`config.mk`:
```
export PLATFORM = sky130hd
export DESIGN_NAME = store_buffer
export DESIGN_NICKNAME = d
export VERILOG_FILES = /design/src/rtl/store_buffer.sv
export SDC_FILE = /design/constraint.sdc
export NUM_CORES = 1
export LEC_CHECK = 0
export CAP_MARGIN = 20
export CORE_MARGIN = 4
export CORE_UTILIZATION = 30
export DETAILED_ROUTE_END_ITERATION = 10
export GPL_ROUTABILITY_DRIVEN = 1
export PLACE_DENSITY = 0.48
export SLEW_MARGIN = 20
export SYNTH_ARGS = -nofsm -noshare
export SYNTH_HDL_FRONTEND = slang
export SYNTH_SLANG_ARGS = --single-unit
```
`constraint.sdc`:
```
create_clock -name clk -period 3.79 [get_ports clk]
set_input_delay 0.9475 -clock clk [delete_from_list [all_inputs] [get_ports clk]]
set_output_delay 0.9475 -clock clk [all_outputs]
set_load 0.05 [all_outputs]
```
`src/rtl/store_buffer.sv`:
```
// store_buffer -- MEM-stage store path of the RV32I pipeline.
//
// SB/SH/SW requests are lane-aligned and given byte enables as they arrive.
// Legal stores go into a DEPTH-entry FIFO that drains to data memory over a
// req/ack handshake. Stores that are misaligned or have an illegal funct3 are
// dropped, and misalign_err pulses high for one cycle on the cycle after.
//
// Optional feature macro: STORE_FWD_EN
//   defined   : load_hazard flags a load whose word address matches any
//               pending entry
//   undefined : load_addr is ignored and load_hazard is tied to 0
//
// Ports:
//   clk, rst       clock (rising edge) and synchronous active-high reset
//   store_valid    MEM stage presents a store this cycle
//   funct3M        store type: 000 SB, 001 SH, 010 SW
//   addr, wdata    byte address and unaligned rs2 data of the store
//   store_ready    buffer not full
//   stall          a legal store is presented while the buffer is full
//   misalign_err   previous cycle's store was rejected
//   buf_empty      no pending stores (FENCE drain)
//   mem_req        head entry valid toward memory
//   mem_addr       word address of the head entry
//   mem_wdata      lane-aligned data of the head entry
//   mem_be         byte enables of the head entry
//   mem_ack        memory accepted the head entry this cycle
//   load_addr      MEM-stage load address
//   load_hazard    load word matches a pending store

// One byte lane of the aligner. Each lane picks its source byte, then sets its
// enable from the low address bits.
module store_buffer_lane #(
    parameter int LANE = 0
) (
    input  logic [2:0] i_funct3,
    input  logic [1:0] i_off,
    input  logic [7:0] i_sb_byte,   // wdata[7:0]
    input  logic [7:0] i_sh_byte,   // low or high byte of wdata[15:0] for this lane
    input  logic [7:0] i_sw_byte,   // wdata byte for this lane
    output logic [7:0] o_data,
    output logic       o_be
);
    localparam logic [1:0] LI = 2'(LANE);

    always_comb begin
        o_data = '0;
        o_be   = 1'b0;
        case (i_funct3)
            3'b000: begin o_data = i_sb_byte; o_be = (i_off == LI);       end
            3'b001: begin o_data = i_sh_byte; o_be = (i_off[1] == LI[1]); end
            3'b010: begin o_data = i_sw_byte; o_be = 1'b1;                end
            default: ;
        endcase
    end
endmodule

module store_buffer #(
    parameter int DEPTH = 4,
    parameter int AW    = 32
) (
    input  logic          clk,
    input  logic          rst,
    input  logic          store_valid,
    input  logic [2:0]    funct3M,
    input  logic [AW-1:0] addr,
    input  logic [31:0]   wdata,
    output logic          store_ready,
    output logic          stall,
    output logic          misalign_err,
    output logic          buf_empty,
    output logic          mem_req,
    output logic [AW-1:0] mem_addr,
    output logic [31:0]   mem_wdata,
    output logic [3:0]    mem_be,
    input  logic          mem_ack,
    input  logic [AW-1:0] load_addr,
    output logic          load_hazard
);
    localparam int PW        = $clog2(DEPTH);
    localparam int NUM_LANES = 4;

    typedef struct packed {
        logic [AW-3:0] wa;      // word address, addr[AW-1:2]
        logic [31:0]   data;
        logic [3:0]    be;
    } sb_entry_t;

    sb_entry_t [DEPTH-1:0] r_mem;
    logic [PW-1:0]         r_wr_ptr;
    logic [PW-1:0]         r_rd_ptr;
    logic [PW:0]           r_count;
    logic                  r_misalign;

    logic [NUM_LANES-1:0][7:0] w_lane_data;
    logic [NUM_LANES-1:0]      w_lane_be;
    logic                      w_legal;
    logic                      w_enq;
    logic                      w_deq;
    sb_entry_t                 w_head;

    // Alignment: one lane instance per byte
    genvar gl;
    generate
        for (gl = 0; gl < NUM_LANES; gl++) begin : g_lane
            store_buffer_lane #(.LANE(gl)) u_lane (
                .i_funct3  (funct3M),
                .i_off     (addr[1:0]),
                .i_sb_byte (wdata[7:0]),
                .i_sh_byte (wdata[8*(gl%2) +: 8]),
                .i_sw_byte (wdata[8*gl +: 8]),
                .o_data    (w_lane_data[gl]),
                .o_be      (w_lane_be[gl])
            );
        end
    endgenerate

    always_comb begin
        case (funct3M)
            3'b000:  w_legal = 1'b1;
            3'b001:  w_legal = ~addr[0];
            3'b010:  w_legal = (addr[1:0] == 2'b00);
            default: w_legal = 1'b0;
        endcase
    end

    // Readiness depends only on the registered count, so an ack in the same
    // cycle cannot make room for a new store in that cycle.
    assign store_ready = (r_count != (PW+1)'(DEPTH));
    // A rejected store is dropped, so it never waits on a full buffer.
    assign stall       = store_valid & w_legal & ~store_ready;
    assign w_enq       = store_valid & w_legal & store_ready;
    assign mem_req     = (r_count != '0);
    assign w_deq       = mem_req & mem_ack;
    assign buf_empty   = (r_count == '0);
    assign misalign_err = r_misalign;

    assign w_head    = r_mem[r_rd_ptr];
    assign mem_addr  = {w_head.wa, 2'b00};
    assign mem_wdata = w_head.data;
    assign mem_be    = w_head.be;

    always_ff @(posedge clk) begin
        if (rst) begin
            r_wr_ptr   <= '0;
            r_rd_ptr   <= '0;
            r_count    <= '0;
            r_misalign <= 1'b0;
        end else begin
            r_misalign <= store_valid & ~w_legal;
            if (w_enq) r_wr_ptr <= r_wr_ptr + 1'b1;
            if (w_deq) r_rd_ptr <= r_rd_ptr + 1'b1;
            case ({w_enq, w_deq})
                2'b10:   r_count <= r_count + 1'b1;
                2'b01:   r_count <= r_count - 1'b1;
                default: ;
            endcase
        end
    end

    // Storage needs no reset. Liveness is tracked only by the pointers and the count.
    always_ff @(posedge clk) begin
        if (w_enq) r_mem[r_wr_ptr] <= '{wa: addr[AW-1:2], data: w_lane_data, be: w_lane_be};
    end

`ifdef STORE_FWD_EN
    // An entry is live when its distance from the head is below count.
    logic [DEPTH-1:0] w_hit;
    logic [1:0]       w_unused_la;
    assign w_unused_la = load_addr[1:0];

    genvar ge;
    generate
        for (ge = 0; ge < DEPTH; ge++) begin : g_fwd
            logic [PW-1:0] w_rel;
            assign w_rel     = PW'(ge) - r_rd_ptr;
            assign w_hit[ge] = ({1'b0, w_rel} < r_count) &&
                               (r_mem[ge].wa == load_addr[AW-1:2]);
        end
    endgenerate
    assign load_hazard = |w_hit;
`else
    logic w_unused_la;
    assign w_unused_la = ^load_addr;
    assign load_hazard = 1'b0;
`endif
endmodule
```
==> summary.txt <==
Run status
  – Status: completed

Global route
  – Number of global-route vias before repair: roughly 5800
  – Initial antenna violation count: 0
  – Total GRT Usage: between 10 and 15%
  – Largest net degree at the start of global routing: 32
  – Grt total ovfl: 0
  – First-pass GRT wire length: around 36 mm

Worst setup path
  – Slowest CP cell: clkdlybuf4s50_1
  – Critical Path RT: 2.84 ns
  – CP Cell Sequence: buf_12 > mux4_2 > clkdlybuf4s50_1
  – Critical Path Fanout Max: 22
  – Crit path from: r_rd_ptr[0]
  – CP arrival: between 2 and 3 ns
  – Startpoint types: register
  – Crit path kind: reg -> out
  – Reg2Reg Launch Point: r_count[0]
  – CP Capture Type: output pin
  – Slowest stage delay, CP: about 0.72 ns
  – WP buf/inv: 2
  – CP top delay family: buffers and inverters

Yosys
  – Synth Instances: roughly 500
  – Post-synth EDFFs: between 200 and 300
  – Synth Cell Area: between 10000 and 15000 um^2
  – Asr flop ratio synth: 0%
  – Synth Area per Inst: roughly 21 um^2
  – FF+latch count, synth: approximately 270
  – Yosys warns: 0
  – Seq/Total Area, Yosys: 76.5%
  – Ys flop type: edfxtp_1
  – Number of library cell types mapped by synthesis: 33

Floorplan
  – I/O Pins: roughly 180
  – Initial core utilization: 30.5%
  – Horiz. Die Dim: between 150 and 200 um
  – Die H: between 150 and 200 um
  – Std-Cell Core Area: around 35000 um^2
  – Die area: 38300 um^2
  – Placement row count: 68

Timing
  – Final TNS setup: 0 ns
  – Unrepaired setup endpoints after global routing: no
  – Fin crit period: between 3 and 4 ns
  – Endpoints failing setup: 0
  – Worst Skew: approximately 0.017 ns
  – Fmax: ~270 MHz
  – Rel. slew slack: about a third
  – Final worst slack: between 0.1 and 0.15 ns
  – Final worst-path cycle share: 96.1%
  – Max Transition Viols Final: 0
  – Final hold slack: about 0.54 ns
  – Slew @ Worst Pin: roughly 0.98 ns
  – Final Hold Fails: 0

Finish
  – Number of inserted diodes: 0
  – Area grow syn2layout: 30.0%
  – Layout net count: approximately 790
  – Final instance area: 13700 um^2
  – Final Core Density: 39.7%
  – Layout fillers: around 3100
  – Non-Filler Instances: roughly 1200
  – Share of layout cells above drive strength 1: between 20% and 30%

Power
  – Logic pwr share: between 20% and 30%
  – Sw Ratio: 28.4%
  – Leakage: between 4 and 5 nW
  – Total power: approximately 8.0 mW
  – Psw: 2.26 mW
  – Clock Power Share: approximately a third
  – Sequential Power Share: a little over two fifths
  – VDD IR max: around 0.33 mV
  – Internal: about 5.7 mW
  – Power Density: between 500 and 600 nW/um^2

Clocking
  – CTS Buffer Depth: 3
  – CTS root buffer: clkbuf_16
  – CTS buffer count: 30
  – Clock Latency Late Sink: around 0.55 ns
  – Clock slew at reported path FFs: roughly 0.060 ns
  – H-tree depth: 1
  – Hold buffer count at CTS: 0
  – CTS Sinks: around 270
  – CTS tree: built

Route
  – Post-DRT Antenna Nets: 0
  – Final WL: about 24 mm
  – Drt drc: 0
  – Drt first pass iters: 5
  – Iteration-0 DRC count of the detailed router: 254
  – Per-cell routed wire length: approximately 21 um
  – Vias per cell: approximately 4.6
  – Vias: around 5300

Place
  – GP Congestion: around 0.76
  – IO Port Bufs: around 140
  – Dpl cells: 1101
  – DP Wirelength: 15.4 mm
  – Pre-CTS setup slack: between 0.4 and 0.5 ns
  – Post-DP Area: 12800 um^2

Worst hold path
  – Hold Crit Class: reg -> reg
  – Hold Startpoint: r_wr_ptr[1]

Flow run
  – Max-Cap Viols: 0
==> power by group through the flow <==
stage / Combinational (mW) / Sequential [mW] / Clock, mW
final: 1.84 / 3.42 / 2.71
after floorplan: 1.28 / 3.43 / 0
after global placement: 1.87 / 3.48 / 0
after CTS: 1.89 / 3.42 / 2.82
after global routing: 1.95 / 3.43 / 2.95
after detailed placement: 1.88 / 3.48 / 0
==> flip-flops by register name, indices dropped and copies added, names as in the netlist <==
name / count
misalign_err: 1
r_count: 3
r_mem: 264
r_rd_ptr: 2
r_wr_ptr: 2
==> path summary, 6_finish.rpt <==
path                                     to  slack (ns)  cells past startpoint
worst min register to register  r_wr_ptr[1]        0.54                      2
worst max-delay path            mem_addr[9]        0.15                      3
worst min-delay path            r_wr_ptr[1]        0.54                      2
worst max register to register   r_count[2]        1.66                     10
==> kinds of logic after synthesis <==
kind of cell,after synthesis,synth area share (%)
AO/OA/AOI/OAI,35,1.80
XOR/XNOR,4,0.331
adder cells (fa/ha/maj),6,0.781
buffers and inverters,38,1.73
flip-flops,272,76.5
multiplexers,76,15.1
other,1,0.0355
AND/OR/NAND/NOR,77,3.78
==> synth_stat cells (all sizes together), types with 2 or more instances <==
library cell    n  area [um^2]
nor2           19         71.3
nand2          18         67.6
buf            18          108
or3             3         18.8
xor2            3         26.3
edfxtp        264         7930
mux2i           9         90.1
or2             8         50.1
a21oi          30          154
o21a            2         15.0
inv             8         30.0
nand2b          3         18.8
and2           12         80.1
clkbuf         12         45.0
nor2b          11         68.8
dfxtp           8          160
ha              5         62.6
mux4           66         1490
==> cell usage in the layout, fill, tap and decap left out, drive strengths merged <==
master           n
edfxtp         264
clkdlybuf4s50  136
mux4            66
clkbuf          42
a21oi           30
buf             25
nor2            19
nand2           18
and2            12
clkinv          12
nor2b           11
mux2i            9
inv              8
or2              8
dfxtp            8
ha               5
dlymetal6s2s     4
nand2b           3
or3              3
xor2             3
conb             3
o21a             2
o31a             1
a21o             1
and3             1
and4             1
mux2             1
xnor2            1
o21ai            1
nor3b            1
fa               1
clkinvlp         1
bufinv           1
==> repair_timing <==
action | 4_1_cts | 5_1_grt
resized for setup | 0 | 4
setup buffers | 0 | 0
endpoints found under the hold margin | 0 | 0
endpoints found under the setup margin | 0 | 4
==> layer usage <==
layer  track usage [%]  wire, um  up-vias  part of all wire, %
li1                  -         -     2376                    -
met1              16.9     10600     2766                   44
met5                 0         0        -                    0
met2              20.6     12000      111                   50
met4              2.92       445        0                  1.9
met3              2.08       940       30                  3.9
==> cell type report <==
cell class              instances  area [um^2]  area share, %
flip-flops and latches        272         8100           58.9
multi-input cells             201         2310           16.8
clock buffers                  42          836           6.08
well taps                     455          569           4.14
inverters                       8         30.0          0.218
clock inverters                14          101          0.737
repair buffers                165         1800           13.1
==> worst register-to-register path: cells and delay by family (launching register included) <==
family	cells	cell delay (ns)
buffers and inverters	2	0.12
AOI/OAI and AO/OA	1	0.14
xor gates and xnor gates	1	0.17
and+or+nand+nor	4	0.72
adders and majority gates	2	0.56
DFF	1	0.35
Note: power is estimated with default switching activity, not from simulation.
==> RTL change (same settings) <==
Reset style: asynchronous (`rst`), changed in one clocked block. Comments in the files are not updated.
--- a/src/rtl/store_buffer.sv
+++ b/src/rtl/store_buffer.sv
@@ -139,7 +139,7 @@
     assign mem_wdata = w_head.data;
     assign mem_be    = w_head.be;
 
-    always_ff @(posedge clk) begin
+    always_ff @(posedge clk or posedge rst) begin
         if (rst) begin
             r_wr_ptr   <= '0;
             r_rd_ptr   <= '0;
Check against the original RTL: differs if rst is asserted again (counterexample within 4 cycles, from zero or initial values and one cycle with rst high); with rst held inactive, the same outputs for 4 cycles.
==> RTL change against the original RTL <==
- synthesized area is essentially flat
- routed wire length grew 0.66%
- worst setup slack gained 66 ps
- sequential cell count is the same
- maximum frequency grew 1.9%
- final area shrank 0.90%
Power is not compared: it rests on default switching activity, and its combinational part moved more than twofold at a synthesized area within 25%.
==> RTL change: results (changes against the original RTL) <==
metric;value;unit;change
multi-input gates;191;;-5.0%
antenna violations before repair;2;;+2
fin cells;1144;;-1.1%
first-pass GRT wire length;36.80;mm;+1.3%
buffering overhead;0.1186;;-0.01231
Resized Gates After CTS;3;;+3
data arrival time of the worst path;2630;ps;-70 ps
worst clock skew;8.949;ps;-8.107 ps
RR Startpoint;r_count[0]$_DFFE_PP0P_;;
Adder-Cell Fraction of Synth Area;0.007810;;about the same
top cells by area, synth;edfxtp_1, mux4_2, dfrtp_1, a21oi_1, mux2i_1;;
# clk buffers;35;;-17%
invs w/o clock;9;;+1
slew margin rel.;0.3625;;+0.01802
# diodes;1;;+1
vias in the first global route;5879;;+0.96%
share of layout cells above drive strength 1;0.2602;;+0.04650
Clock-cell share;0.07256;;+0.004386
CP max FO;37;;+68%
Signal buffers;161;;-2.4%
global placer's final weighted congestion;0.7760;;+1.5%
filler cell count;3176;;+2.3%
routed length per placed instance;21.11;um;+1.8%
DP Worst Slack;282.4;ps;-137.8 ps
sequential cell area;8135;sq um;+0.49%
Initial DRC Count;318;;+25%
Via Count;5272;;-0.21%
Post-Place Cell Area;12610;sq um;-1.5%
Critical Path Max Stage Delay;730;ps;
Final #Nets;774;;-1.7%
Seq/Total Area, Yosys;0.7687;;+0.003696
detailed-router iteration count before antenna repair;4;;-1
Synth Area per Inst;21.19;sq um;+2.0%
multi-input combinational area share;0.1672;;-0.001224
DP HPWL;15.16;mm;-1.5%
clk_lat worst skew;540;ps;
clk root buf;clkbuf_16;;
Hold Path Origin;r_count[2]$_DFFE_PP0P_;;
status;completed;;
top cells by count, synth;edfxtp_1, mux4_2, a21oi_1;;
Synth Area in Compound Gates;0.01574;;-0.002250
top-area cell type share of the netlist area;0.7497;;about the same
sequential cell area share;0.5972;;+0.008296
largest net degree at the start of global routing;55;;+72%
IO Port Bufs;141;;unchanged
Worst Setup SP;r_rd_ptr[1]$_DFFE_PP0P_;;
Max Buffers Root-to-Sink;3;;unchanged
Tot Pwr;0.01046;W;
static leakage;4.531;nW;
mux cell area share after synthesis;0.1505;;about the same
Overall Global Routing Usage;0.1248;;+0.001910
Post-synth ARST share;0.02941;;+0.02941
number of library cell types mapped by synthesis;31;;-6.1%
Synth Area in XOR/XNOR;0.004970;;+0.001656
-- RTL change: per-layer routing --
| metal | wire length [um] | global-route usage |
|---|---|---|
| met1 | 10130 | 0.1625 |
| met2 | 11910 | 0.2081 |
| met3 | 1631 | 0.03263 |
| met4 | 468 | 0.03517 |
| met5 | 13 | 0 |
-- RTL change: worst paths after layout --
path / end / slack (ps) / cells after the start
worst max-delay path: mem_wdata[12] / 210 / 3
max in group asynchronous: r_rd_ptr[0]$_DFFE_PP0P_ / 2830 / 2
min in group asynchronous: r_count[2]$_DFFE_PP0P_ / 680 / 2
worst max register to register: r_count[1]$_DFFE_PP0P_ / 1720 / 6
worst min-delay path: r_count[2]$_DFFE_PP0P_ / 520 / 1
worst min register to register: r_count[2]$_DFFE_PP0P_ / 520 / 1
-- RTL change: worst reg2reg max path: cells and delay by family, from the launching register on --
kind	cells	cell delay (ps)
adder cells (fa/ha/maj)	2	650
buffers and inverters	1	70
multiplexers	1	170
AND/OR/NAND/NOR	2	670
flip-flops	1	410
